<file path="config.mk">
export PLATFORM = sky130hd
export DESIGN_NAME = axil_slave_regfile_flat
export DESIGN_NICKNAME = d
export VERILOG_FILES = /design/src/rtl/axil_slave_regfile_pkg.sv /design/src/rtl/axil_slave_regfile_if.sv /design/src/rtl/axil_slave_regfile.sv /design/src/flat_wrapper.sv
export SDC_FILE = /design/constraint.sdc
export NUM_CORES = 1
export LEC_CHECK = 0
export CELL_PAD_IN_SITES_DETAIL_PLACEMENT = 0
export CELL_PAD_IN_SITES_GLOBAL_PLACEMENT = 1
export CORE_MARGIN = 2
export CORE_UTILIZATION = 39
export DETAILED_ROUTE_END_ITERATION = 8
export PLACE_DENSITY = 0.83
export SYNTH_ARGS = -nofsm -noshare
export SYNTH_HDL_FRONTEND = slang
export SYNTH_SLANG_ARGS = --single-unit
</file>
<file path="constraint.sdc">
create_clock -name ACLK -period 15.7 [get_ports ACLK]
set_input_delay 3.14 -clock ACLK [delete_from_list [all_inputs] [get_ports ACLK]]
set_output_delay 3.14 -clock ACLK [all_outputs]
set_load 0.02 [all_outputs]
</file>
<file path="src/rtl/axil_slave_regfile_pkg.sv">
// Shared types and helpers for the AXI4-Lite slave register file.
// Holds response codes, the write/read FSM state encodings and the byte-strobe merge.
// Has no ports. strb_merge works at the widest supported data width (64 bits).
package axil_pkg;

  typedef enum logic [1:0] {
    RESP_OKAY   = 2'b00,
    RESP_SLVERR = 2'b10
  } resp_e;

  typedef enum logic {
    W_IDLE,
    W_RESP
  } wstate_e;

  typedef enum logic {
    R_IDLE,
    R_VALID
  } rstate_e;

  localparam int MAX_DATA_WIDTH = 64;
  localparam int MAX_STRB_WIDTH = MAX_DATA_WIDTH / 8;

  // Byte k of the result comes from wdata when wstrb[k] is set, otherwise from old.
  function automatic logic [MAX_DATA_WIDTH-1:0] strb_merge(
    input logic [MAX_DATA_WIDTH-1:0] old,
    input logic [MAX_DATA_WIDTH-1:0] wdata,
    input logic [MAX_STRB_WIDTH-1:0] wstrb
  );
    logic [MAX_DATA_WIDTH-1:0] r;
    r = old;
    for (int k = 0; k < MAX_STRB_WIDTH; k++) begin
      if (wstrb[k]) r[k*8 +: 8] = wdata[k*8 +: 8];
    end
    return r;
  endfunction

endpackage

</file>
<file path="src/rtl/axil_slave_regfile_if.sv">
// AXI4-Lite bus bundle: AW/W/B write channels and AR/R read channels.
// master modport drives addresses, data, strobes, valids and response readies;
// slave modport drives address/data readies, responses, read data and response valids.
interface axil_slave_regfile_if #(
  parameter int ADDR_WIDTH = 6,
  parameter int DATA_WIDTH = 32
);
  localparam int STRB_WIDTH = DATA_WIDTH / 8;

  logic [ADDR_WIDTH-1:0] AWADDR;
  logic                  AWVALID;
  logic                  AWREADY;
  logic [DATA_WIDTH-1:0] WDATA;
  logic [STRB_WIDTH-1:0] WSTRB;
  logic                  WVALID;
  logic                  WREADY;
  logic [1:0]            BRESP;
  logic                  BVALID;
  logic                  BREADY;
  logic [ADDR_WIDTH-1:0] ARADDR;
  logic                  ARVALID;
  logic                  ARREADY;
  logic [DATA_WIDTH-1:0] RDATA;
  logic [1:0]            RRESP;
  logic                  RVALID;
  logic                  RREADY;

  modport master (
    output AWADDR, AWVALID, WDATA, WSTRB, WVALID, BREADY, ARADDR, ARVALID, RREADY,
    input  AWREADY, WREADY, BRESP, BVALID, ARREADY, RDATA, RRESP, RVALID
  );

  modport slave (
    input  AWADDR, AWVALID, WDATA, WSTRB, WVALID, BREADY, ARADDR, ARVALID, RREADY,
    output AWREADY, WREADY, BRESP, BVALID, ARREADY, RDATA, RRESP, RVALID
  );

endinterface

</file>
<file path="src/rtl/axil_slave_regfile.sv">
// AXI4-Lite slave register file, NUM_REGS x DATA_WIDTH, byte strobes, SLVERR when unmapped.
// Latency: write commit -> BVALID next cycle; AR handshake -> RVALID next cycle.
// Backpressure: B and R held stable until BREADY / RREADY; AW/W/AR stall meanwhile.
// Ports: ACLK, ARESET (async, active-high), s_axil (slave modport),
//        reg_out (flat register image), wr_pulse (1-cycle per-register write strobe).
module axil_slave_regfile
  import axil_pkg::*;
#(
  parameter int ADDR_WIDTH = 6,
  parameter int DATA_WIDTH = 32,
  parameter int NUM_REGS   = 8
) (
  input  logic                           ACLK,
  input  logic                           ARESET,
  axil_slave_regfile_if.slave            s_axil,
  output logic [NUM_REGS*DATA_WIDTH-1:0] reg_out,
  output logic [NUM_REGS-1:0]            wr_pulse
);

  localparam int STRB_WIDTH = DATA_WIDTH / 8;
  localparam int IDX_W      = ADDR_WIDTH - 2;

  logic [DATA_WIDTH-1:0] regs [NUM_REGS];

  // ---------------- write path ----------------
  wstate_e               w_state, w_state_nxt;
  logic                  aw_held, w_held;
  logic [IDX_W-1:0]      aw_idx_q;
  logic [DATA_WIDTH-1:0] w_data_q;
  logic [STRB_WIDTH-1:0] w_strb_q;
  resp_e                 bresp_q;
  logic                  awready, wready, bvalid;
  logic                  aw_hs, w_hs, commit;
  logic [IDX_W-1:0]      wr_idx;
  logic [DATA_WIDTH-1:0] wr_data;
  logic [STRB_WIDTH-1:0] wr_strb;
  logic                  wr_mapped;

  always_ff @(posedge ACLK or posedge ARESET) begin
    if (ARESET) w_state <= W_IDLE;
    else        w_state <= w_state_nxt;
  end

  always_comb begin
    w_state_nxt = w_state;
    awready     = 1'b0;
    wready      = 1'b0;
    bvalid      = 1'b0;
    case (w_state)
      W_IDLE: begin
        awready = ~aw_held;
        wready  = ~w_held;
        if (commit) w_state_nxt = W_RESP;
      end
      W_RESP: begin
        bvalid = 1'b1;
        if (s_axil.BREADY) w_state_nxt = W_IDLE;
      end
      default: w_state_nxt = W_IDLE;
    endcase
  end

  assign aw_hs  = s_axil.AWVALID & awready;
  assign w_hs   = s_axil.WVALID & wready;
  // Commit once each channel is either already held or handshaking this edge.
  assign commit = (w_state == W_IDLE) & (aw_held | aw_hs) & (w_held | w_hs);

  // Held payload takes priority; otherwise use what is on the bus this cycle.
  assign wr_idx  = aw_held ? aw_idx_q : s_axil.AWADDR[ADDR_WIDTH-1:2];
  assign wr_data = w_held  ? w_data_q : s_axil.WDATA;
  assign wr_strb = w_held  ? w_strb_q : s_axil.WSTRB;

  always_comb begin
    wr_mapped = 1'b0;
    for (int i = 0; i < NUM_REGS; i++) begin
      if (wr_idx == IDX_W'(i)) wr_mapped = 1'b1;
    end
  end

  always_ff @(posedge ACLK or posedge ARESET) begin
    if (ARESET) begin
      aw_held  <= 1'b0;
      w_held   <= 1'b0;
      aw_idx_q <= '0;
      w_data_q <= '0;
      w_strb_q <= '0;
      bresp_q  <= RESP_OKAY;
    end else if (commit) begin
      aw_held <= 1'b0;
      w_held  <= 1'b0;
      bresp_q <= wr_mapped ? RESP_OKAY : RESP_SLVERR;
    end else begin
      if (aw_hs) begin
        aw_held  <= 1'b1;
        aw_idx_q <= s_axil.AWADDR[ADDR_WIDTH-1:2];
      end
      if (w_hs) begin
        w_held   <= 1'b1;
        w_data_q <= s_axil.WDATA;
        w_strb_q <= s_axil.WSTRB;
      end
    end
  end

  // Unmapped indices match no register, so they leave the array untouched.
  always_ff @(posedge ACLK or posedge ARESET) begin
    if (ARESET) begin
      for (int i = 0; i < NUM_REGS; i++) regs[i] <= '0;
      wr_pulse <= '0;
    end else begin
      wr_pulse <= '0;
      for (int i = 0; i < NUM_REGS; i++) begin
        if (commit && wr_idx == IDX_W'(i)) begin
          regs[i]     <= DATA_WIDTH'(strb_merge(MAX_DATA_WIDTH'(regs[i]),
                                                MAX_DATA_WIDTH'(wr_data),
                                                MAX_STRB_WIDTH'(wr_strb)));
          wr_pulse[i] <= 1'b1;
        end
      end
    end
  end

  // ---------------- read path ----------------
  rstate_e               r_state, r_state_nxt;
  logic                  arready, rvalid, ar_hs;
  logic [IDX_W-1:0]      rd_idx;
  logic [DATA_WIDTH-1:0] rd_sel;
  logic                  rd_mapped;
  logic [DATA_WIDTH-1:0] rdata_q;
  resp_e                 rresp_q;

  always_ff @(posedge ACLK or posedge ARESET) begin
    if (ARESET) r_state <= R_IDLE;
    else        r_state <= r_state_nxt;
  end

  always_comb begin
    r_state_nxt = r_state;
    arready     = 1'b0;
    rvalid      = 1'b0;
    case (r_state)
      R_IDLE: begin
        arready = 1'b1;
        if (s_axil.ARVALID) r_state_nxt = R_VALID;
      end
      R_VALID: begin
        rvalid = 1'b1;
        if (s_axil.RREADY) r_state_nxt = R_IDLE;
      end
      default: r_state_nxt = R_IDLE;
    endcase
  end

  assign ar_hs  = s_axil.ARVALID & arready;
  assign rd_idx = s_axil.ARADDR[ADDR_WIDTH-1:2];

  always_comb begin
    rd_sel    = '0;
    rd_mapped = 1'b0;
    for (int i = 0; i < NUM_REGS; i++) begin
      if (rd_idx == IDX_W'(i)) begin
        rd_sel    = regs[i];
        rd_mapped = 1'b1;
      end
    end
  end

  // Sampling regs here on the same edge as a write commit returns the old value.
  always_ff @(posedge ACLK or posedge ARESET) begin
    if (ARESET) begin
      rdata_q <= '0;
      rresp_q <= RESP_OKAY;
    end else if (ar_hs) begin
      rdata_q <= rd_sel;
      rresp_q <= rd_mapped ? RESP_OKAY : RESP_SLVERR;
    end
  end

  // ---------------- outputs ----------------
  assign s_axil.AWREADY = awready;
  assign s_axil.WREADY  = wready;
  assign s_axil.BVALID  = bvalid;
  assign s_axil.BRESP   = bresp_q;
  assign s_axil.ARREADY = arready;
  assign s_axil.RVALID  = rvalid;
  assign s_axil.RDATA   = rdata_q;
  assign s_axil.RRESP   = rresp_q;

  always_comb begin
    reg_out = '0;
    for (int i = 0; i < NUM_REGS; i++) reg_out[i*DATA_WIDTH +: DATA_WIDTH] = regs[i];
  end

  // Byte-offset address bits carry no meaning for word registers.
  logic unused_addr_bits;
  assign unused_addr_bits = ^{s_axil.AWADDR[1:0], s_axil.ARADDR[1:0]};

endmodule

</file>
<file path="src/flat_wrapper.sv">
// flat-port wrapper written by rule: the top's interface ports become plain ports
module axil_slave_regfile_flat import axil_pkg::*;
#(
  parameter int ADDR_WIDTH = 6,
  parameter int DATA_WIDTH = 32,
  parameter int NUM_REGS   = 8
)
  (ACLK, ARESET, reg_out, wr_pulse, s_axil_AWADDR, s_axil_AWVALID, s_axil_WDATA, s_axil_WSTRB, s_axil_WVALID, s_axil_BREADY, s_axil_ARADDR, s_axil_ARVALID, s_axil_RREADY, s_axil_AWREADY, s_axil_WREADY, s_axil_BRESP, s_axil_BVALID, s_axil_ARREADY, s_axil_RDATA, s_axil_RRESP, s_axil_RVALID);
  axil_slave_regfile_if #(.ADDR_WIDTH(ADDR_WIDTH), .DATA_WIDTH(DATA_WIDTH)) s_axil_i ();
  input  logic ACLK;
  input  logic ARESET;
  output logic [NUM_REGS*DATA_WIDTH-1:0] reg_out;
  output logic [NUM_REGS-1:0] wr_pulse;
  input wire logic [$bits(s_axil_i.AWADDR)-1:0] s_axil_AWADDR;
  input wire logic [$bits(s_axil_i.AWVALID)-1:0] s_axil_AWVALID;
  input wire logic [$bits(s_axil_i.WDATA)-1:0] s_axil_WDATA;
  input wire logic [$bits(s_axil_i.WSTRB)-1:0] s_axil_WSTRB;
  input wire logic [$bits(s_axil_i.WVALID)-1:0] s_axil_WVALID;
  input wire logic [$bits(s_axil_i.BREADY)-1:0] s_axil_BREADY;
  input wire logic [$bits(s_axil_i.ARADDR)-1:0] s_axil_ARADDR;
  input wire logic [$bits(s_axil_i.ARVALID)-1:0] s_axil_ARVALID;
  input wire logic [$bits(s_axil_i.RREADY)-1:0] s_axil_RREADY;
  output wire logic [$bits(s_axil_i.AWREADY)-1:0] s_axil_AWREADY;
  output wire logic [$bits(s_axil_i.WREADY)-1:0] s_axil_WREADY;
  output wire logic [$bits(s_axil_i.BRESP)-1:0] s_axil_BRESP;
  output wire logic [$bits(s_axil_i.BVALID)-1:0] s_axil_BVALID;
  output wire logic [$bits(s_axil_i.ARREADY)-1:0] s_axil_ARREADY;
  output wire logic [$bits(s_axil_i.RDATA)-1:0] s_axil_RDATA;
  output wire logic [$bits(s_axil_i.RRESP)-1:0] s_axil_RRESP;
  output wire logic [$bits(s_axil_i.RVALID)-1:0] s_axil_RVALID;
  assign s_axil_i.AWADDR = s_axil_AWADDR;
  assign s_axil_i.AWVALID = s_axil_AWVALID;
  assign s_axil_i.WDATA = s_axil_WDATA;
  assign s_axil_i.WSTRB = s_axil_WSTRB;
  assign s_axil_i.WVALID = s_axil_WVALID;
  assign s_axil_i.BREADY = s_axil_BREADY;
  assign s_axil_i.ARADDR = s_axil_ARADDR;
  assign s_axil_i.ARVALID = s_axil_ARVALID;
  assign s_axil_i.RREADY = s_axil_RREADY;
  assign s_axil_AWREADY = s_axil_i.AWREADY;
  assign s_axil_WREADY = s_axil_i.WREADY;
  assign s_axil_BRESP = s_axil_i.BRESP;
  assign s_axil_BVALID = s_axil_i.BVALID;
  assign s_axil_ARREADY = s_axil_i.ARREADY;
  assign s_axil_RDATA = s_axil_i.RDATA;
  assign s_axil_RRESP = s_axil_i.RRESP;
  assign s_axil_RVALID = s_axil_i.RVALID;
  axil_slave_regfile #(.ADDR_WIDTH(ADDR_WIDTH), .DATA_WIDTH(DATA_WIDTH), .NUM_REGS(NUM_REGS)) u_core (.ACLK(ACLK), .ARESET(ARESET), .s_axil(s_axil_i), .reg_out(reg_out), .wr_pulse(wr_pulse));
endmodule
</file>
=== Word-level counts from Yosys, hierarchy flattened ===
Cells that the tools add are included.

* Register bits: 344
* Bits of input ports: 55
* Output and inout port bits: 305
* Word-level logic and storage cells: 167

* Equality and inequality tests: 14
* Mux-type cells: 52
* Bitwise operators: 12
* Reduce and logical (&&, ||, !) cells: 46

{| class="wikitable"
|+ Operators by type and width
! kind !! number
|-
| $mux W32 || 9
|-
| $reduce_and A2 Y1 || 34
|-
| $mux W1 || 37
|-
| $eq A4 B3 Y1 const B || 8
|-
| $eq A4 B2 Y1 const B || 4
|-
| $eq A4 B1 Y1 const B || 2
|-
| $logic_and A1 B1 Y1 || 8
|-
| $logic_not A4 Y1 || 2
|-
| $mux W4 || 2
|-
| $and A1 B1 Y1 || 5
|-
| $not A1 Y1 || 5
|-
| $mux W2 || 2
|-
| $pmux W1 S2 || 2
|-
| $reduce_bool A2 Y1 || 2
|-
| $or A1 B1 Y1 || 2
|}

=== Depth between registers and ports, before layout ===
Gate-level depths: netlist (run 1).

* Word-level depth: 11
* Gate-level depth with buffers: 9

=== Worst setup path before layout (run 1) ===
OpenSTA, ideal clock, no wires.

* Path kind: input to register
* Start point: input port s_axil_ARADDR[5]
* End point: register u_core.rdata_q[10], in the netlist u_core.s_axil.RDATA[10]
* Setup time: 0.065 ns
* Arrival: 4.422 ns
* Slack: 11.213 ns
* Stages: 6
* Cell sequence: clkbuf_1 > nor3_1 > clkbuf_1 > a221oi_1 > o221ai_1 > o21a_1

* Longest elaborated chain between the ends: 9

{| class="wikitable"
|+ RTL lines
! what !! line !! text
|-
| start: declaration || flat_wrapper.sv:20 || <nowiki>input wire logic [$bits(s_axil_i.ARADDR)-1:0] s_axil_ARADDR;</nowiki>
|-
| $logic_not A4 Y1 || axil_slave_regfile.sv:161 || <nowiki>if (rd_idx == IDX_W'(i)) begin</nowiki>
|-
| $mux W32 (7 in series) || axil_slave_regfile.sv:161 ||
|-
| $mux W32 * || axil_slave_regfile.sv:161 ||
|-
| end signal: assignment || axil_slave_regfile.sv:174 || <nowiki>rdata_q <= rd_sel;</nowiki>
|-
| end: declaration || axil_slave_regfile.sv:129 || <nowiki>logic [DATA_WIDTH-1:0] rdata_q;</nowiki>
|}

Every way passes the cells marked *; elsewhere a longest branch is shown, timed or not.
A chain may end at the register's enable or synchronous reset.

=== Worst setup path after layout (run 1) ===
* Start point: input port s_axil_ARADDR[4]
* End point: register u_core.rdata_q[16], in the netlist u_core.s_axil.RDATA[16]

Same word-level chain as after synthesis.

==> impl_results.md, run 1 <==
* YS warnings at 0
* Final sum of negative setup slack at 0 ps
* Async SR Flop Fraction at 100%
* WP data required at 16,160 ps
* Worst R2R Setup Slack at 12,530 ps
* Post-layout min period at 5810 ps
* Initial antenna violation count at 3
* Max_cap viols at 0
* Cts bufs inserted at 39
* Initial Util at 39.3%
* GP Congestion at 0.854
* Total global-route track usage at 24.4%
* DP Cell Count at 2,250
* Max Fanout on Critical Path at 21
* Clk_lat worst skew at 520 ps
* Leading cell type in the layout, fill and taps excluded: clkdlybuf4s50_1
* CTS H-tree depth at 2
* Slowest stage delay, CP at 1110 ps
* Skew final at 12.0 ps
* PwrDens at 208 nW/um2
* Top-area cell type share of the netlist area at 55.2%
* Synth area leaders: dfrtp_1 (55%), mux2i_1 (7.2%), o21ai_0 (5.9%)
* Layout Nets at 1,821
* Antenna-violating nets left at 0
* Delay-heaviest family, CP: buffers and inverters
* Slew HR at 27.8%
* CP max stage cell: clkdlybuf4s50_1
* Peak supply drop at 160 uV
* Final setup fails at 0
* Fmax at 0.172 GHz
* Pin count of the biggest net entering global routing at 149
* Residual DRC at 0
* Number of global-route vias before repair at 12,524
* Mapped Cells at 1,457
* Vias at 12,651
* DP Wirelength at 35.4 mm
* Final-report hold violation count at 0
* Layout area overhead at 32.7%
* Non-filler instance count after layout at 2,319
* CP Buf/Inv Count at 2
* Iter 0 DRT Violations at 773
* Register bit count reported by yosys at 342
* Die H at 203 um
* Resized Gates After CTS at 0
* Post-CTS Setup Bufs at 0
* Mapped Area at 15,500 um2
* CTS tree: done
* Pin slew with the least headroom to its limit at 1070 ps
* Clock Root Buffer: clkbuf_16
* Share of layout cells above drive strength 1 at 9.15%
* Total wire length at 50.9 mm
* HP Class: flip-flop to flip-flop
* Sink Count at 342
* Drt wl/cell at 22.0 um
* Worst Path Arrival at 6270 ps
* First-pass GRT wire length at 77.2 mm
* Most frequent cells in the layout: clkdlybuf4s50_1 (351), dfrtp_1 (341), nand2_1 (188)
* Number of flops mapped to enable cells by yosys at 0
* Count of different cell masters after synthesis at 53
* Core footprint at 39,500 um2
* Tcrit/Tclk final at 37.0%
* Buffers on Ports at 353
* GRT overflow at 0
* Post-synthesis sequential area ratio at 55.2%
* Main synth FF type: dfrtp_1
* P_leak at 8.62 nW
* CP Cell Sequence: clkdlybuf4s50_1 -> nand2b_1 -> nor2_2 -> buf_4 -> a221oi_1 -> o221ai_1 -> o21a_1
* Crit. End Element: flip-flop
* Clock Path Buffers at 3
* Worst Setup Path Type: input port to flip-flop
* Startpoint Class: input port
* Fill count at 3,578
* Syn_area_per_cell at 10.6 um2
* Cell taking the most area after synthesis: dfrtp_1
* Vias per cell at 5.46
* Die Area at 41,400 um2
* Slew Limit Fails at 0
* I/O Pins at 360
* Num rows at 73
* Run status: completed
* RSZ-0062 raised after global routing: false
* # hold bufs at CTS at 0
* Die X at 203 um
* TritonRoute pass-1 iters at 7
* Clk pin slew, worst setup/hold paths at 60 ps
## Yosys cell counts (15+ instances only)
library cell,number
a211oi_1,25
a21oi_1,108
a221oi_1,24
buf_2,44
buf_4,15
clkbuf_1,34
dfrtp_1,342
mux2_2,49
mux2i_1,111
nand2_1,188
nand3b_1,26
nor2_1,136
o21a_1,24
o21ai_0,184
o221ai_1,24
## per-stage QoR
stage	setup WS, ps	hold slack [ps]	power, mW	utilization (%)	cell area [um2]
after detailed placement	9370	480	3.40	48.9	19300
after CTS	9920	492	4.31	52.1	20600
after global placement	9420	466	3.36	48.9	19300
final	9890	490	4.28	52.1	20600
after global routing	9760	496	4.51	52.1	20600
after floorplan	3080	472	2.49	-	15500
## per-layer routing
| layer | part of all wire (%) | routed length [um] | GRT usage, % |
|---|---|---|---|
| met2 | 45 | 23100 | 37.9 |
| met3 | 7.2 | 3690 | 5.27 |
| met1 | 43 | 21800 | 33.0 |
| met5 | 0.041 | 21 | 0 |
| met4 | 4.4 | 2240 | 10.7 |
## final cells by class
type	instances	area, um2	share of cell area, %
antenna	1	2.50	0.0122
clock buffer	59	1150	5.61
clock inverter	9	101	0.493
inverter	8	37.5	0.183
multi-input combinational	1008	6410	31.1
sequential	342	8560	41.6
tap	525	657	3.19
timing repair buffer	367	3650	17.7
## state kept, by name (all words and copies together) (netlist names)
register,cells
u_core.s_axil.RDATA,32
u_core.wr_pulse,8
u_core.w_data_q,32
u_core.aw_held,1
u_core.s_axil.BRESP,1
u_core.r_state,1
u_core.s_axil.RRESP,1
u_core.reg_out,256
u_core.w_strb_q,4
u_core.w_state,1
u_core.aw_idx_q,4
u_core.w_held,1
## power breakdown
part / internal (mW) / total (mW) / switching [mW]
registers: 1.23 / 1.54 / 0.308
clock network: 0.539 / 0.897 / 0.358
logic: 0.813 / 1.85 / 1.03
## final timing paths
check,from,to,cells past startpoint
setup / recovery,s_axil_ARADDR[4],u_core.s_axil.RDATA[16]$_DFFE_PP0P_,7
hold reg to reg,u_core.s_axil.RDATA[12]$_DFFE_PP0P_,u_core.s_axil.RDATA[12]$_DFFE_PP0P_,1
min in group asynchronous,ARESET,u_core.reg_out[43]$_DFFE_PP0P_,2
hold / removal,u_core.s_axil.RDATA[12]$_DFFE_PP0P_,u_core.s_axil.RDATA[12]$_DFFE_PP0P_,1
max in group asynchronous,ARESET,u_core.reg_out[13]$_DFFE_PP0P_,3
setup reg to reg,u_core.aw_held$_DFFE_PP0P_,u_core.reg_out[243]$_DFFE_PP0P_,5
## cell families (layout without fill, tap and decap cells)
family / count (synthesis) / in the layout / synth area share [%]
AOI/OAI and AO/OA: 432 / 432 / 16.8
muxes: 166 / 166 / 11.6
buffers and inverters: 108 / 443 / 3.58
and+or+nand+nor: 408 / 408 / 12.7
DFF: 342 / 342 / 55.2
other: 1 / 3 / 0.0242
Power figures use the tool's default switching activity.
==> run 2: changes to the inputs <==
- CORE_UTILIZATION: 39 -> 35
- PLACE_DENSITY: 0.83 -> 0.78
- clock period: 15.7 -> 5.3 ns (I/O delays scaled with it)
==> impl_results.md, run 2 (same netlist as run 1, synthesis figures left out) <==
* P_leak at 8.71 nW
* Vias per cell at 5.25
* R2r startpoint: u_core.w_held$_DFFE_PP0P_
* Slew Limit Fails at 0
* Pin count of the biggest net entering global routing at 131
* Clock Root Buffer: clkbuf_16
* Worst Path Arrival at 3960 ps
* Buffers on Ports at 353
* Layout area overhead at 34.5%
* Number of global-route vias before repair at 12,371
* PwrDens at 623 nW/um2
* Final Hold Slack at 483 ps
* Crit. End Element: flip-flop
* Startpoint Class: input port
* Sink Count at 342
* Run status: completed
* TritonRoute pass-1 iters at 5
* Final sum of negative setup slack at 0 ps
* Cts bufs inserted at 39
* WP data required at 5740 ps
* Initial Util at 35.3%
* Post-CTS Setup Bufs at 0
* Tcrit/Tclk final at 66.4%
* Slew HR at 29.1%
* Die X at 214 um
* Total global-route track usage at 23.0%
* GP Congestion at 0.879
* CP Cell Sequence: clkdlybuf4s50_1 -> o21ba_4 -> o21a_1 -> nand4_1 -> o21ai_0
* CTS tree: done
* I/O Pins at 360
* Slowest stage delay, CP at 920 ps
* Largest register FFs at 256
* Max_cap viols at 0
* CTS H-tree depth at 2
* Core footprint at 43,900 um2
* Antenna-violating nets left at 0
* Final setup fails at 0
* Leading cell type in the layout, fill and taps excluded: clkdlybuf4s50_1
* Initial antenna violation count at 5
* Final-report hold violation count at 0
* HP Class: flip-flop to flip-flop
* Skew final at 17.9 ps
* Resized Gates After CTS at 0
* Die H at 214 um
* DP Cell Count at 2,324
* DP Wirelength at 37.5 mm
* Iter 0 DRT Violations at 888
* Post-layout min period at 3520 ps
* Pin slew with the least headroom to its limit at 1060 ps
* Share of layout cells above drive strength 1 at 10.1%
* Clk_lat worst skew at 560 ps
* Total wire length at 53.5 mm
* Die Area at 46,000 um2
* RSZ-0062 raised after global routing: false
* # hold bufs at CTS at 0
* Max Fanout on Critical Path at 24
* Clock Path Buffers at 3
* HP Start: u_core.s_axil.RRESP[1]$_DFFE_PP0P_
* Worst Setup Path Type: input port to flip-flop
* Non-filler instance count after layout at 2,398
* Num rows at 77
* Vias at 12,596
* First-pass GRT wire length at 80.7 mm
* GRT overflow at 0
* Most frequent cells in the layout: clkdlybuf4s50_1 (351), dfrtp_1 (341), nand2_1 (187)
* Layout Nets at 1,828
* CP startpoint: s_axil_WVALID
* CP max stage cell: nand4_1
* Fmax at 0.284 GHz
* Peak supply drop at 434 uV
* Residual DRC at 0
* Clk pin slew, worst setup/hold paths at 60 ps
* Drt wl/cell at 22.3 um
## run 2: final timing paths
path | endpoint | slack [ps] | cells after the start
setup reg to reg | u_core.reg_out[96]$_DFFE_PP0P_ | 1890 | 4
min in group asynchronous | u_core.reg_out[2]$_DFFE_PP0P_ | 960 | 2
hold reg to reg | u_core.s_axil.RRESP[1]$_DFFE_PP0P_ | 480 | 2
setup / recovery | u_core.reg_out[96]$_DFFE_PP0P_ | 1780 | 5
hold / removal | u_core.s_axil.RRESP[1]$_DFFE_PP0P_ | 480 | 2
max in group asynchronous | u_core.w_data_q[25]$_DFFE_PP0P_ | 3160 | 3
## run 2: stage by stage
step                power (mW)  setup slack (ps)  util [%]  area, um2
floorplan                 7.37              -335         -      15500
global placement          10.0              1390      44.3      19500
CTS                       13.1              1900      47.4      20800
finish                    13.0              1780      47.5      20900
detailed placement        10.1              1310      44.3      19500
global route              13.7              1540      47.5      20800
## run 2: cell type report
cell class / instances / area (um2)
multi-input cells: 1008 / 6420
clock buffers: 54 / 1150
repair buffers: 374 / 3710
inverters: 8 / 33.8
diodes: 3 / 7.51
clock inverters: 17 / 219
flip-flops and latches: 342 / 8560
fillers: 4146 / 23100
well taps: 592 / 741
## run 2: critical path, delay by kind of cell
family,cells,cell delay (ps)
AO/OA/AOI/OAI,3,1430
AND/OR/NAND/NOR,1,920
buffers and inverters,1,530
## run 2: routing by layer
layer	vias to the layer above	wire length, um	share of wire [%]	global-route usage (%)
met3	93	3420	6.4	5.16
met2	448	25000	47	36.4
met5	-	22	0.041	0
li1	5861	-	-	-
met4	4	1740	3.2	8.22
met1	6190	23400	44	31.0
## run 2: power breakdown
part	leakage, nW	switching (mW)	internal [mW]
Sequential	4.40	1.01	3.65
Combinational	3.64	3.01	2.41
Clock	0.679	1.14	1.77
==> run 3: changes to the inputs <==
- CORE_UTILIZATION: 35 -> 39
- PLACE_DENSITY: 0.78 -> 0.83
- clock period: 5.3 -> 3.45 ns (I/O delays scaled with it)
==> impl_results.md, run 3 (same netlist as run 1, synthesis figures left out) <==
* RSZ-0062 raised after global routing: false
* P_leak at 8.84 nW
* Clk pin slew, worst setup/hold paths at 60 ps
* Layout area overhead at 35.1%
* Final sum of negative setup slack at 0 ps
* Final Hold Slack at 488 ps
* HP Class: flip-flop to flip-flop
* Slew HR at 29.5%
* GRT overflow at 0
* Pin slew with the least headroom to its limit at 1050 ps
* Area taken by multi-input logic gates at 6410 um2
* Worst Setup Path Type: flip-flop to output port
* Ant diodes at 0
* Pin count of the biggest net entering global routing at 92
* CP Cell Sequence: buf_12 -> nor2_1 -> clkdlybuf4s50_1
* Most frequent cells in the layout: clkdlybuf4s50_1 (351), dfrtp_1 (341), nand2_1 (188)
* Die X at 203 um
* Register area at 8560 um2
* Post-layout min period at 2850 ps
* Initial Util at 39.3%
* Total global-route track usage at 24.7%
* Residual DRC at 0
* Clock Root Buffer: clkbuf_16
* Tcrit/Tclk final at 82.7%
* Max_cap viols at 0
* Final setup fails at 0
* Vias per cell at 5.39
* PwrDens at 933 nW/um2
* Tot Pwr at 19.5 mW
* Num rows at 73
* I/O Pins at 360
* DP Wirelength at 36.8 mm
* Die H at 203 um
* Slowest stage delay, CP at 610 ps
* Initial antenna violation count at 1
* P_sw at 7.75 mW
* Die Area at 41,400 um2
* First-pass GRT wire length at 78.0 mm
* Startpoint Class: flip-flop
* GP Congestion at 0.873
* Core footprint at 39,500 um2
* Post-CTS Setup Bufs at 0
* Comb pwr share at 42.9%
* # hold bufs at CTS at 0
* Iter 0 DRT Violations at 729
* Buffers on Ports at 353
* Run status: completed
* Placed Area at 19,700 um2
* TritonRoute pass-1 iters at 5
* Fill count at 3,537
* Skew final at 14.7 ps
* CTS tree: done
* Peak supply drop at 485 uV
* Share of layout cells above drive strength 1 at 11.2%
* Crit. End Element: output port
* Drt wl/cell at 21.7 um
* Slew Limit Fails at 0
* Clock Path Buffers at 3
* Leading cell type in the layout, fill and taps excluded: clkdlybuf4s50_1
* Antenna-violating nets left at 0
* Total wire length at 51.2 mm
* Number of global-route vias before repair at 12,612
* Layout Utilization at 53.1%
* WP data required at 2760 ps
* Clock group share of total power at 20.7%
* Resized Gates After CTS at 0
* Cts bufs inserted at 39
* Sw Share at 39.6%
* Worst Path Arrival at 2160 ps
* CP max stage cell: dfrtp_2
* Vias at 12,711
* Sink Count at 342
* Internal at 11.8 mW
* Fmax at 0.350 GHz
* Final instance area at 20,900 um2
* Sequential power share at 36.4%
* Max Fanout on Critical Path at 23
* CTS H-tree depth at 2
* Largest register FFs at 256
* Clk_lat worst skew at 540 ps
* Final-report hold violation count at 0
* Layout Nets at 1,861
-- run 3: cell types whose count changed in the layout (fill, tap and decap cells not counted), sizes merged --
cell and delta:
buf +33, clkbuf +5, bufinv -4, diode -3, clkinv -2, clkinvlp -2
-- run 3: final cells by class --
| class | instances | area share, % |
|---|---|---|
| Clock buffer | 59 | 5.60 |
| Timing Repair Buffer | 407 | 19.3 |
| Clock inverter | 9 | 0.352 |
| Inverter | 8 | 0.161 |
| Tap cell | 525 | 3.14 |
| Multi-Input combinational cell | 1008 | 30.6 |
| Sequential cell | 342 | 40.9 |
-- run 3: power groups by stage --
stage          logic (mW)  registers (mW)  clock network (mW)
5_1_grt              8.97            7.33                4.29
3_5_place_dp         8.41            7.15                   0
3_3_place_gp         8.27            7.08                   0
6_report             8.39            7.11                4.05
4_1_cts              8.44            7.09                4.15
2_1_floorplan        2.97            8.35                   0
-- run 3: metrics by stage --
step	worst slack, ps	std cells
finish	596	2358
global route	419	2358
CTS	561	2358
detailed placement	486	2290
global placement	496	2290
floorplan	-1810	1458
-- run 3: routing by layer --
| metal | global-route usage (%) | vias to the layer above | part of all wire [%] |
|---|---|---|---|
| met5 | 0 | - | 0.023 |
| met4 | 10.5 | 2 | 4.0 |
| met3 | 4.59 | 99 | 6.0 |
| met2 | 38.9 | 414 | 46 |
| met1 | 33.5 | 6284 | 44 |
| li1 | - | 5912 | - |
-- run 3: path summary, 6_finish.rpt --
path                                                startpoint                                  end  slack, ps  cells past startpoint
max                                  u_core.w_held$_DFFE_PP0P_                        s_axil_WREADY        600                      3
max reg2reg                         u_core.aw_held$_DFFE_PP0P_        u_core.reg_out[1]$_DFFE_PP0P_        690                      4
max in group asynchronous                               ARESET      u_core.w_data_q[20]$_DFFE_PP0P_       1990                      3
min                        u_core.s_axil.RDATA[10]$_DFFE_PP0P_  u_core.s_axil.RDATA[10]$_DFFE_PP0P_        490                      1
min in group asynchronous                               ARESET       u_core.reg_out[34]$_DFFE_PP0P_        570                      2
min reg2reg                u_core.s_axil.RDATA[10]$_DFFE_PP0P_  u_core.s_axil.RDATA[10]$_DFFE_PP0P_        490                      1
-- run 3: worst max-delay path: cells and delay by family, from the launching register on --
family                 cells  cell delay, ps
buffers and inverters      2             880
AND/OR/NAND/NOR            1             120
flip-flops                 1             610
